**config.mk**
```make
export PLATFORM = sky130hd
export DESIGN_NAME = multicycle_sequencer_flat
export DESIGN_NICKNAME = d
export VERILOG_FILES = /design/src/rtl/multicycle_sequencer_if.sv /design/src/rtl/multicycle_sequencer.sv /design/src/flat_wrapper.sv
export SDC_FILE = /design/constraint.sdc
export NUM_CORES = 1
export LEC_CHECK = 0
export BUFFER_PORTS_ARGS = -buffer_cell sky130_fd_sc_hd__buf_2
export CORE_ASPECT_RATIO = 0.7
export CORE_MARGIN = 3
export CORE_UTILIZATION = 45
export CTS_BUF_LIST = sky130_fd_sc_hd__clkbuf_4 sky130_fd_sc_hd__clkbuf_8
export CTS_CLUSTER_SIZE = 14
export DETAILED_ROUTE_END_ITERATION = 8
export PLACE_DENSITY_LB_ADDON = 0.05
export SYNTH_ARGS = -nofsm -noshare
export SYNTH_HDL_FRONTEND = slang
export SYNTH_SLANG_ARGS = --single-unit
```
**constraint.sdc**
```tcl
create_clock -name clk -period 3.29 [get_ports clk]
set_input_delay 0.987 -clock clk [delete_from_list [all_inputs] [get_ports clk]]
set_output_delay 0.987 -clock clk [all_outputs]
set_load 0.05 [all_outputs]
```
**src/rtl/multicycle_sequencer_if.sv**
```systemverilog
// Control bundle between the multicycle sequencer and the datapath.
// master: sequencer side (decoder flags in, control strobes out).
// slave:  datapath side (drives decoder flags, consumes strobes).
interface multicycle_sequencer_if #(
    parameter int STEP_W = 3
);
    logic              invalid_opcode;
    logic              is_break;
    logic [STEP_W-1:0] exec_steps;
    logic              is_muldiv;
    logic              ovf_check;
    logic              overflow;
    logic              divzero;
    logic              md_done;

    logic [3:0]        state;
    logic [STEP_W-1:0] step;
    logic              pc_write;
    logic              ir_write;
    logic              ab_write;
    logic              epc_write;
    logic              md_start;
    logic              exc_load;
    logic [2:0]        IorD;
    logic [7:0]        exc_addr;
    logic [1:0]        exc_code;
    logic              reset_out;
    logic              halted;

    modport master (
        input  invalid_opcode, is_break, exec_steps,
        input  is_muldiv, ovf_check, overflow,
        input  divzero, md_done,
        output state, step, pc_write, ir_write,
        output ab_write, epc_write, md_start,
        output exc_load, IorD, exc_addr, exc_code,
        output reset_out, halted
    );

    modport slave (
        output invalid_opcode, is_break, exec_steps,
        output is_muldiv, ovf_check, overflow,
        output divzero, md_done,
        input  state, step, pc_write, ir_write,
        input  ab_write, epc_write, md_start,
        input  exc_load, IorD, exc_addr, exc_code,
        input  reset_out, halted
    );
endinterface

```
**src/rtl/multicycle_sequencer.sv**
```systemverilog
// Instruction-independent sequencer of the multicycle CPU: fetch wait,
// decode/dispatch, execute-step counter, mult/div wait, exceptions, halt.
// Ports: clk, reset (sync, active-high), bus (master modport; all flags
// and registered control outputs are in multicycle_sequencer_if).
module multicycle_sequencer #(
    parameter int          MEM_WAIT   = 2,
    parameter int          STEP_W     = 3,
    parameter int          MD_TIMEOUT = 40,
    parameter int          TMR_W      = 6,
    parameter logic [7:0]  EXC_BASE   = 8'd253
) (
    input  logic                   clk,
    input  logic                   reset,
    multicycle_sequencer_if.master bus
);

    typedef enum logic [3:0] {
        S_RESET   = 4'd0,
        S_FETCH   = 4'd1,
        S_DECODE  = 4'd2,
        S_EXEC    = 4'd3,
        S_MD_WAIT = 4'd4,
        S_EXC_EPC = 4'd5,
        S_EXC_RD  = 4'd6,
        S_EXC_LD  = 4'd7,
        S_HALT    = 4'd8
    } state_t;

    localparam logic [TMR_W-1:0] MW     = TMR_W'(MEM_WAIT);
    localparam logic [TMR_W-1:0] MW_M1  = TMR_W'(MEM_WAIT - 1);
    localparam logic [TMR_W-1:0] MD_END = TMR_W'(MD_TIMEOUT - 1);

    state_t            state_q;
    logic [TMR_W-1:0]  tmr_q;
    logic [STEP_W-1:0] step_q;
    logic [STEP_W-1:0] steps_q;
    logic              md_q;
    logic              ovf_q;
    logic              pc_write_q;
    logic              ir_write_q;
    logic              ab_write_q;
    logic              epc_write_q;
    logic              md_start_q;
    logic              exc_load_q;
    logic [2:0]        iord_q;
    logic [7:0]        exc_addr_q;
    logic [1:0]        exc_code_q;
    logic              reset_out_q;
    logic              halted_q;

    logic [STEP_W-1:0] step_d;
    logic [TMR_W-1:0]  tmr_d;
    logic              last_d;
    logic [7:0]        vec_d;

    assign step_d = step_q + STEP_W'(1);
    assign tmr_d  = tmr_q + TMR_W'(1);
    assign last_d = (step_q == steps_q - STEP_W'(1));
    // Codes 2 and 3 share the last vector byte.
    assign vec_d  = EXC_BASE + ((exc_code_q == 2'd3) ?
                                8'd2 : {6'd0, exc_code_q});

    always_ff @(posedge clk) begin
        if (reset) begin
            state_q     <= S_RESET;
            tmr_q       <= '0;
            step_q      <= '0;
            steps_q     <= '0;
            md_q        <= 1'b0;
            ovf_q       <= 1'b0;
            pc_write_q  <= 1'b0;
            ir_write_q  <= 1'b0;
            ab_write_q  <= 1'b0;
            epc_write_q <= 1'b0;
            md_start_q  <= 1'b0;
            exc_load_q  <= 1'b0;
            iord_q      <= 3'b000;
            exc_addr_q  <= 8'd0;
            exc_code_q  <= 2'd0;
            reset_out_q <= 1'b1;
            halted_q    <= 1'b0;
        end else begin
            // Strobes are one-cycle unless re-asserted below.
            pc_write_q  <= 1'b0;
            ir_write_q  <= 1'b0;
            ab_write_q  <= 1'b0;
            epc_write_q <= 1'b0;
            md_start_q  <= 1'b0;
            exc_load_q  <= 1'b0;
            iord_q      <= 3'b000;
            reset_out_q <= 1'b0;
            halted_q    <= 1'b0;
            unique case (state_q)
                S_RESET: begin
                    state_q <= S_FETCH;
                    tmr_q   <= '0;
                end
                S_FETCH: begin
                    if (tmr_q == MW) begin
                        state_q    <= S_DECODE;
                        ab_write_q <= 1'b1;
                    end else begin
                        tmr_q <= tmr_d;
                        if (tmr_q == MW_M1) begin
                            pc_write_q <= 1'b1;
                            ir_write_q <= 1'b1;
                        end
                    end
                end
                S_DECODE: begin
                    if (bus.invalid_opcode) begin
                        state_q     <= S_EXC_EPC;
                        epc_write_q <= 1'b1;
                        exc_code_q  <= 2'd0;
                    end else if (bus.is_break) begin
                        state_q  <= S_HALT;
                        halted_q <= 1'b1;
                    end else if (bus.exec_steps == '0) begin
                        state_q <= S_FETCH;
                        tmr_q   <= '0;
                    end else begin
                        state_q <= S_EXEC;
                        steps_q <= bus.exec_steps;
                        md_q    <= bus.is_muldiv;
                        ovf_q   <= bus.ovf_check;
                        step_q  <= '0;
                    end
                end
                S_EXEC: begin
                    if (step_q == '0 && md_q) begin
                        if (bus.divzero) begin
                            state_q     <= S_EXC_EPC;
                            epc_write_q <= 1'b1;
                            exc_code_q  <= 2'd2;
                        end else begin
                            state_q    <= S_MD_WAIT;
                            md_start_q <= 1'b1;
                            tmr_q      <= '0;
                        end
                    end else if (last_d) begin
                        if (ovf_q && bus.overflow) begin
                            state_q     <= S_EXC_EPC;
                            epc_write_q <= 1'b1;
                            exc_code_q  <= 2'd1;
                        end else begin
                            state_q <= S_FETCH;
                            step_q  <= '0;
                            tmr_q   <= '0;
                        end
                    end else begin
                        step_q <= step_d;
                    end
                end
                S_MD_WAIT: begin
                    // Completion beats a timeout in the same cycle.
                    if (bus.md_done) begin
                        if (last_d) begin
                            state_q <= S_FETCH;
                            step_q  <= '0;
                            tmr_q   <= '0;
                        end else begin
                            state_q <= S_EXEC;
                            step_q  <= step_d;
                        end
                    end else if (tmr_q == MD_END) begin
                        state_q     <= S_EXC_EPC;
                        epc_write_q <= 1'b1;
                        exc_code_q  <= 2'd3;
                    end else begin
                        tmr_q <= tmr_d;
                    end
                end
                S_EXC_EPC: begin
                    state_q    <= S_EXC_RD;
                    tmr_q      <= '0;
                    iord_q     <= 3'b010;
                    exc_addr_q <= vec_d;
                end
                S_EXC_RD: begin
                    if (tmr_q == MW_M1) begin
                        state_q    <= S_EXC_LD;
                        exc_load_q <= 1'b1;
                    end else begin
                        tmr_q  <= tmr_d;
                        iord_q <= 3'b010;
                    end
                end
                S_EXC_LD: begin
                    state_q <= S_FETCH;
                    tmr_q   <= '0;
                end
                S_HALT: begin
                    halted_q <= 1'b1;
                end
                default: begin
                    state_q     <= S_RESET;
                    reset_out_q <= 1'b1;
                end
            endcase
        end
    end

    assign bus.state     = state_q;
    assign bus.step      = step_q;
    assign bus.pc_write  = pc_write_q;
    assign bus.ir_write  = ir_write_q;
    assign bus.ab_write  = ab_write_q;
    assign bus.epc_write = epc_write_q;
    assign bus.md_start  = md_start_q;
    assign bus.exc_load  = exc_load_q;
    assign bus.IorD      = iord_q;
    assign bus.exc_addr  = exc_addr_q;
    assign bus.exc_code  = exc_code_q;
    assign bus.reset_out = reset_out_q;
    assign bus.halted    = halted_q;

endmodule

```
**src/flat_wrapper.sv**
```systemverilog
// flat-port wrapper written by rule: the top's interface ports become plain ports
module multicycle_sequencer_flat 
#(
    parameter int          MEM_WAIT   = 2,
    parameter int          STEP_W     = 3,
    parameter int          MD_TIMEOUT = 40,
    parameter int          TMR_W      = 6,
    parameter logic [7:0]  EXC_BASE   = 8'd253
)
  (clk, reset, bus_invalid_opcode, bus_is_break, bus_exec_steps, bus_is_muldiv, bus_ovf_check, bus_overflow, bus_divzero, bus_md_done, bus_state, bus_step, bus_pc_write, bus_ir_write, bus_ab_write, bus_epc_write, bus_md_start, bus_exc_load, bus_IorD, bus_exc_addr, bus_exc_code, bus_reset_out, bus_halted);
  multicycle_sequencer_if #(.STEP_W(STEP_W)) bus_i ();
  input  logic clk;
  input  logic reset;
  input wire logic [$bits(bus_i.invalid_opcode)-1:0] bus_invalid_opcode;
  input wire logic [$bits(bus_i.is_break)-1:0] bus_is_break;
  input wire logic [$bits(bus_i.exec_steps)-1:0] bus_exec_steps;
  input wire logic [$bits(bus_i.is_muldiv)-1:0] bus_is_muldiv;
  input wire logic [$bits(bus_i.ovf_check)-1:0] bus_ovf_check;
  input wire logic [$bits(bus_i.overflow)-1:0] bus_overflow;
  input wire logic [$bits(bus_i.divzero)-1:0] bus_divzero;
  input wire logic [$bits(bus_i.md_done)-1:0] bus_md_done;
  output wire logic [$bits(bus_i.state)-1:0] bus_state;
  output wire logic [$bits(bus_i.step)-1:0] bus_step;
  output wire logic [$bits(bus_i.pc_write)-1:0] bus_pc_write;
  output wire logic [$bits(bus_i.ir_write)-1:0] bus_ir_write;
  output wire logic [$bits(bus_i.ab_write)-1:0] bus_ab_write;
  output wire logic [$bits(bus_i.epc_write)-1:0] bus_epc_write;
  output wire logic [$bits(bus_i.md_start)-1:0] bus_md_start;
  output wire logic [$bits(bus_i.exc_load)-1:0] bus_exc_load;
  output wire logic [$bits(bus_i.IorD)-1:0] bus_IorD;
  output wire logic [$bits(bus_i.exc_addr)-1:0] bus_exc_addr;
  output wire logic [$bits(bus_i.exc_code)-1:0] bus_exc_code;
  output wire logic [$bits(bus_i.reset_out)-1:0] bus_reset_out;
  output wire logic [$bits(bus_i.halted)-1:0] bus_halted;
  assign bus_i.invalid_opcode = bus_invalid_opcode;
  assign bus_i.is_break = bus_is_break;
  assign bus_i.exec_steps = bus_exec_steps;
  assign bus_i.is_muldiv = bus_is_muldiv;
  assign bus_i.ovf_check = bus_ovf_check;
  assign bus_i.overflow = bus_overflow;
  assign bus_i.divzero = bus_divzero;
  assign bus_i.md_done = bus_md_done;
  assign bus_state = bus_i.state;
  assign bus_step = bus_i.step;
  assign bus_pc_write = bus_i.pc_write;
  assign bus_ir_write = bus_i.ir_write;
  assign bus_ab_write = bus_i.ab_write;
  assign bus_epc_write = bus_i.epc_write;
  assign bus_md_start = bus_i.md_start;
  assign bus_exc_load = bus_i.exc_load;
  assign bus_IorD = bus_i.IorD;
  assign bus_exc_addr = bus_i.exc_addr;
  assign bus_exc_code = bus_i.exc_code;
  assign bus_reset_out = bus_i.reset_out;
  assign bus_halted = bus_i.halted;
  multicycle_sequencer #(.MEM_WAIT(MEM_WAIT), .STEP_W(STEP_W), .MD_TIMEOUT(MD_TIMEOUT), .TMR_W(TMR_W), .EXC_BASE(EXC_BASE)) u_core (.clk(clk), .reset(reset), .bus(bus_i));
endmodule
```
# == Word-level counts from Yosys, hierarchy flattened ==
# Cells that the tools add are included.
# totals
reg_bits,38
in_bits,12
word_cells,143
output_inout_bits,28
# op_classes
muxes,61
n_bitwise,8
n_reduce_logical,19
eq_ne,35
add_sub_neg,4
# ops
cell,count
two-way mux 6 bit,12
case mux 6 bit (6 select lines),1
two-way mux 4 bit,8
case mux 4 bit (8 select lines),1
two-way mux 3 bit,9
two-way mux 2 bit,11
inequality test 2 bit (second input constant),9
equality test 4 x 3 -> 1 bit (second input constant),4
two-way mux 1 bit,14
AND reduction 7 bit,2
inequality test 3 bit (second input constant),4
AND reduction 11 bit,1
inequality test 3 x 2 -> 1 bit (second input constant),3
case mux 3 bit (3 select lines),1
OR reduction 3 bit,3
OR reduction 9 bit,1
adder 8 bit (first input constant),1
equality test 4 x 2 -> 1 bit (second input constant),2
inequality test 2 x 1 -> 1 bit (second input constant),4
inverter 1 bit,8
adder 6 x 1 -> 6 bit (second input constant),1
equality test 6 x 1 -> 1 bit (second input constant),1
equality test 6 x 2 -> 1 bit (second input constant),1
equality test 6 bit (second input constant),1
19 further kinds,24

# == Longest topological paths before layout ==
# Gate-level depths: netlist (run 1).
# depth
ltp_word,5
depth_mapped,8
mapped_depth_nobuf,7

# == Worst setup path after synthesis (run 1) ==
# OpenSTA, ideal clock, no wires.
# synth_timing
path_type,input to register
startpoint,in bus_md_done
endpoint,reg u_core.exc_code_q[1] (netlist: u_core.bus.exc_code[1])
slack_ns,0.719
stages,5
setup_ns,0.071
path_buffers,0
arrival_ns,2.501
required_time_ns,3.219
path_cell_list,or4b_1 -> or4_4 -> a21o_1 -> or3_1 -> a21oi_1
# synth_via
elab_chain_len,2
# synth_rtl
element,line,source
from (decl),flat_wrapper.sv:21,input wire logic [$bits(bus_i.md_done)-1:0] bus_md_done;
inequality test 2 bit (no source line),-,
AND reduction 7 bit (no source line),-,
to (signal assigned),multicycle_sequencer.sv:79,exc_code_q <= 2'd0;
to (signal assigned),multicycle_sequencer.sv:114,exc_code_q <= 2'd0;
to (signal assigned),multicycle_sequencer.sv:134,exc_code_q <= 2'd2;
to (decl),multicycle_sequencer.sv:47,logic [1:0] exc_code_q;
# Every way passes these cells.
# A chain may end at the register's enable or synchronous reset.

# == Final worst setup path (run 1) ==
# layout_timing
startpoint,in bus_md_done
endpoint,reg u_core.tmr_q[5]
# layout_via
elab_chain_len,2
# layout_rtl
element,line,source
inequality test 3 x 2 -> 1 bit (no source line) (tied with other cells),-,
AND reduction 11 bit (no source line) / case mux 6 bit (6 select lines) (equally long branches),-,
to (signal assigned),multicycle_sequencer.sv:103,tmr_q <= tmr_d;
to (signal assigned),multicycle_sequencer.sv:170,tmr_q <= tmr_d;
to (signal assigned),multicycle_sequencer.sv:184,tmr_q <= tmr_d;
to (decl),multicycle_sequencer.sv:34,logic [TMR_W-1:0] tmr_q;
# Several ways; a longest one is shown, not always the timed one.

==> results of run 1 <==
cells in the final DEF (no fill, tap or decap), types with 6 or more instances in the layout:
master    netlist  final
buf_2           1     37
dfxtp_1        31     31
nor2_1         22     22
a21oi_1        20     20
inv_1          15     15
nor3_1          8      8
o21ai_0         8      8
nand2_1         7      7
nor2b_1         6      6
or3_1           6      6
o31ai_1         6      6
nor4_1          6      6
mux2i_1         6      6
ha_1            6      6
clkbuf_8        0      6
registers in the layout, summed over array words and instances (netlist names):
name,cells
u_core.md_q,1
u_core.bus.pc_write,1
u_core.bus.exc_code,2
u_core.bus.halted,1
u_core.bus.exc_addr,3
u_core.bus.state,4
u_core.steps_q,3
u_core.bus.IorD,1
u_core.bus.md_start,1
u_core.bus.exc_load,1
u_core.bus.ab_write,1
u_core.ovf_q,1
u_core.bus.step,3
u_core.bus.epc_write,1
u_core.bus.reset_out,1
u_core.tmr_q,6
cells by family (layout without fill, tap and decap cells):
| group | count (synthesis) | in the layout | share of synthesized area |
|---|---|---|---|
| compound gates | 62 | 62 | 0.2229 |
| xor+xnor | 3 | 3 | 0.02155 |
| fa+ha+maj | 6 | 6 | 0.04040 |
| buf+inv | 34 | 64 | 0.08956 |
| flops | 31 | 31 | 0.3340 |
| mux | 7 | 7 | 0.03838 |
| other cells | 1 | 2 | 0.002018 |
| simple gates | 83 | 83 | 0.2512 |
area by class of cell:
type                       instances  area share
clock inverter                     1    0.002356
inverter                          15     0.02650
clock buffer                       6     0.03887
multi-input combinational        163      0.5059
sequential                        31      0.2921
tap                               50     0.02945
timing repair buffer              42      0.1048
routing by layer:
| layer | global-route usage | routed length, um |
|---|---|---|
| met1 | 0.2804 | 2352 |
| met4 | 0.08625 | 77 |
| met5 | 0 | 0 |
| met2 | 0.2888 | 1801 |
| met3 | 0.05785 | 514 |
report_power, final:
group / switching (mW) / total [mW] / internal [mW]
Clock: 0.144 / 0.307 / 0.164
Combinational: 0.189 / 0.282 / 0.0930
Sequential: 0.0217 / 0.414 / 0.392
Total: 0.355 / 1.00 / 0.649
worst max-delay path, delay by kind of cell:
kind	cells	cell delay (ps)
compound gates	2	530
buf+inv	1	140
simple gates	3	1030
through the flow:
step                total power [mW]  cells    util
finish                         1.003    308  0.5683
floorplan                     0.6365    228       -
CTS                            1.008    308  0.5683
detailed placement            0.6989    301  0.5448
global route                   1.057    308  0.5683
global placement              0.7001    301  0.5448
path summary, 6_finish.rpt:
check | start | to | depth (start not counted)
worst max-delay path | bus_md_done | u_core.tmr_q[5] | 6
worst min register to register | u_core.bus.exc_addr[1] | u_core.bus.exc_addr[1] | 2
worst min-delay path | u_core.bus.exc_addr[1] | u_core.bus.exc_addr[1] | 2
worst max register to register | u_core.bus.state[1] | u_core.tmr_q[5] | 6
==> metrics.yaml, run 1 <==
drt_pre_antenna_iters: 4
final_count_of_negative_setup_slack_endpoints: 0
worst-path-max-fanout: 7
final-max-slew-violation-count: 0
setup_crit_path_kind: "in2reg"
clk_pin_slew_ps: 70
cp.arrival_ps: 2690
total_leakage_power_nw: 0.9077
finalCritPeriodShare: 0.7552
synth_area_per_cell_um2: 8.185
flow.area_growth_from_synthesis_pct: 14.34
finalWorstSetupSlack_ps: 805.3
clock_insertion_delay_worst_skew_ps: 290
detail_route.iter0.violations: 132
worst_setup_path_start_kind: "input pin"
headroom_to_the_max_slew_limit: 0.4992
clock_tree.root_cell: "clkbuf_8"
tritoncts: "yes"
globalRouteTotalUtil: 0.2010
vias: 1836
max_cap_violations: 0
synthesis.instances: 227
grt_start_max_net_pins: 30
cts_setup_buffers: 0
post-synth-top-area-fraction: 0.3340
multi_input_combinational_cell_area_mm2: 0.001075
count_of_buffers_from_port_buffering: 37
p_per_area_mw_per_mm2: 472.3
post-route-cell-area_mm2: 0.002125
crit_path_cell_trace: "buf_2 > or4b_1 > or4_4 > o211ai_1 > nor3_1 > o32ai_1"
worst-slew-pin-transition_ps: 751.2
clock_tree.buffer_depth: 2
rsz0062_at_grt: "false"
synth_area_mm2: 0.001858
die_area_mm2: 0.004948
grt_pass1_vias: 1595
synth-warning-count: 0
finClkSkew_ps: 4.703
cts.sinks: 31
hold_ws_ps: 495.8
yosys_most_used_dff: "dfxtp_1"
cts.hold.buffers_added: 0
worst_ep_required_time_ps: 3490
worstSetupEndpointType: "register"
antenna_left: 0
netlist_top_cells_count: "31 x dfxtp_1, 22 x nor2_1, 20 x a21oi_1, 15 x inv_1"
detail_route.vias_per_cell: 5.961
fin_crit_ps: 2485
placement.setup.worst_slack_ps: 507.1
floorplan.die.width_um: 82.80
start_util: 0.4970
post_cts_resized: 0
synth_top_area_cell: "dfxtp_1"
slowest_delay_ps: 450
grt_overflow_total: 0
synth_seq_area_share: 0.3340
placement_rows: 18
area.sequential_um2: 620.6
tritoncts.num_buffers: 5
timing.final.hold_violations: 0
n_antenna_cell: 0
drcViolationCount: 0
synth_enable_flop_cells: 0
ff2ff_setup_slack_ps: 960
place.gp.congestion: 0.9155
fmaxAchievable_mhz: 402.5
number_of_library_cell_types_mapped_by_synthesis: 53
synth.most_common_cell: "dfxtp_1"
detail_route.wl_per_cell_um: 15.41
cts_htree_levels: 2
placed_area_mm2: 0.002037
floorplan.io_pins: 40
die_h_um: 59.76
dp_hpwl_um: 3455
fin_setup_tns_ps: 0
worst_ir_drop_vdd_uv: 282.0
final.fill_count: 372
core_area_mm2: 0.003739
postSynthRegisterBits: 31
yosys-top-cells-area: "dfxtp_1 33%, a21oi_1 5.4%, nor2_1 4.4%"
postRouteWirelength_um: 4746
run_status: "completed"
grt_first_pass_wirelength_um: 7852
finalNetCount: 276
cpMaxStageDelayCell: "or4b_1"
hold_path_class: "reg2reg"
antenna_found_initial: 0
drive_above_1_share: 0.2054
async_reset_ff_frac: 0
Note: power is estimated with default switching activity, not from simulation.
==> run 2: changes to the inputs <==
==> constraint.sdc (replaced) <==
create_clock -name clk -period 2.1 [get_ports clk]
set_input_delay 0.63 -clock clk [delete_from_list [all_inputs] [get_ports clk]]
set_output_delay 0.63 -clock clk [all_outputs]
set_load 0.05 [all_outputs]
==> run 2 against run 1 <==
- global-route usage increased by 0.77 points
- power grew 63%
- register-to-register slack got worse by 910 ps
- sequential power up 54%
- critical endpoint is now u_core.bus.exc_code[1]
- final cell count increased by 9.4%
- wire length increased by 5.8%
- the run now ends with setup timing left
- clock power is 52% higher
==> metrics.yaml, run 2 (synthesis gave the netlist of run 1 again) <==
max_cap_violations: 0
hold_end: "u_core.bus.exc_addr[0]"
post-layout-total-power_mw: 1.640
post_cts_resized: 1
finalCritPeriodShare: 1.002
cts.hold.buffers_added: 0
worstSetupEndpointType: "register"
floorplan.die.width_um: 82.80
total_leakage_power_nw: 1.070
p_per_area_mw_per_mm2: 682.4
count_of_buffers_from_port_buffering: 37
postRouteWirelength_um: 5021
detail_route.vias_per_cell: 5.576
setup_crit_path_kind: "in2reg"
grt_pass1_vias: 1622
cp.arrival_ps: 2330
clock_tree.buffer_depth: 2
floorplan.io_pins: 40
tritoncts: "yes"
place.gp.congestion: 0.8680
die_area_mm2: 0.004948
hold_path_class: "reg2reg"
antenna_found_initial: 0
drive_above_1_share: 0.3415
detail_route.iter0.violations: 200
worst-path-max-fanout: 3
post-route-cell-area_mm2: 0.002404
tritoncts.num_buffers: 5
largest_register_ff_count: 6
detail_route.wl_per_cell_um: 14.90
n_antenna_cell: 0
core_area_mm2: 0.003739
run_status: "finished with violations"
die_h_um: 59.76
crit_path_cell_trace: "buf_6 > or4b_4 > or4_4 > a21o_1 > or3_4 > a21oi_2"
antenna_left: 0
final_count_of_negative_setup_slack_endpoints: 1
cts_setup_buffers: 0
clock_tree.root_cell: "clkbuf_8"
rsz0062_at_grt: "true"
globalRouteTotalUtil: 0.2086
slowest_delay_ps: 480
fin_crit_ps: 2105
hold_path_depth: 2
drcViolationCount: 0
finalNetCount: 305
worstReg2RegStart: "u_core.bus.state[0]"
ff2ff_setup_slack_ps: 50
final.fill_count: 328
finClkSkew_ps: 3.911
cpMaxStageDelayCell: "or4b_4"
flow.area_growth_from_synthesis_pct: 29.36
clock_insertion_delay_worst_skew_ps: 280
grt_overflow_total: 0
start_util: 0.4970
min_from: "u_core.bus.exc_code[1]"
placement_rows: 18
cts.sinks: 31
dp_hpwl_um: 3859
fin_setup_tns_ps: -4.590
worst_ep_required_time_ps: 2320
largest_register_by_flop_count: "u_core.tmr_q"
numPlacedInstances: 330
layout.cells.most_common: "buf_2"
failed_checks: "setup timing"
most-common-layout-cells: "36 x buf_2, 34 x buf_4, 25 x dfxtp_1"
fin_cells: 337
worst_ir_drop_vdd_uv: 434.3
fmaxAchievable_mhz: 475.2
worst_setup_path_start_kind: "input pin"
finalWorstSetupSlack_ps: -4.590
drt_pre_antenna_iters: 4
ff2ff_path_depth: 5
clk_pin_slew_ps: 60
r2r_endpoint: "u_core.bus.exc_code[1]"
placed_area_mm2: 0.002262
grt_start_max_net_pins: 19
cts_htree_levels: 2
timing.final.hold_violations: 0
grt_first_pass_wirelength_um: 8183
final-max-slew-violation-count: 0
vias: 1879
## run 2: changes by cell type in the layout (fill, tap and decap cells not counted), moves of 2 or more
| cell | previous run | this run |
|---|---|---|
| a21oi_2 | 0 | 2 |
| buf_4 | 5 | 34 |
| a21oi_1 | 20 | 18 |
| dfxtp_2 | 0 | 6 |
| dfxtp_1 | 31 | 25 |
## run 2: how the worst max path moves through the flow
stage,startpoint,endpoint,slack [ps],cells after the start
finish,bus_md_done,u_core.bus.exc_code[1],-5,6
floorplan,bus_md_done,u_core.bus.exc_code[1],-110,5
detailed placement,bus_md_done,u_core.bus.exc_code[1],-290,6
CTS,bus_md_done,u_core.bus.exc_code[1],10,6
global route,bus_md_done,u_core.bus.exc_code[1],-30,6
global placement,bus_md_done,u_core.bus.exc_code[1],-280,6
## run 2: where the power goes
part | switching [mW] | internal (mW)
Combinational | 0.328 | 0.209
Clock | 0.211 | 0.257
Sequential | 0.0194 | 0.616
## run 2: area by class of cell
| class | instances | area (um^2) | area share |
|---|---|---|---|
| Timing Repair Buffer | 71 | 446.7 | 0.1858 |
| Inverter | 15 | 56.30 | 0.02343 |
| Tap cell | 50 | 62.56 | 0.02603 |
| Sequential cell | 31 | 628.1 | 0.2613 |
| Clock buffer | 6 | 82.58 | 0.03436 |
| Clock inverter | 1 | 5.005 | 0.002082 |
| Multi-Input combinational cell | 163 | 1122 | 0.4669 |
## run 2: critical path: cells and delay by family
kind	cells	cell delay, ps
buf+inv	1	90
compound gates	2	310
simple gates	3	1300
## run 2: metrics by stage
stage / utilization / hold slack, ps / worst slack, ps
floorplan: - / 463.3 / -114.1
global placement: 0.6051 / 481.8 / -276.9
detailed placement: 0.6051 / 487.6 / -287.6
CTS: 0.6295 / 498.9 / 10.31
global route: 0.6429 / 519.9 / -28.59
finish: 0.6429 / 496.8 / -4.590
## run 2: metal layers
layer,track usage,vias up,share of wire
met3,0.05647,4,0.076
met4,0.04196,0,0.0050
met1,0.3097,847,0.52
met5,0,-,0
met2,0.3014,77,0.40
li1,-,951,-
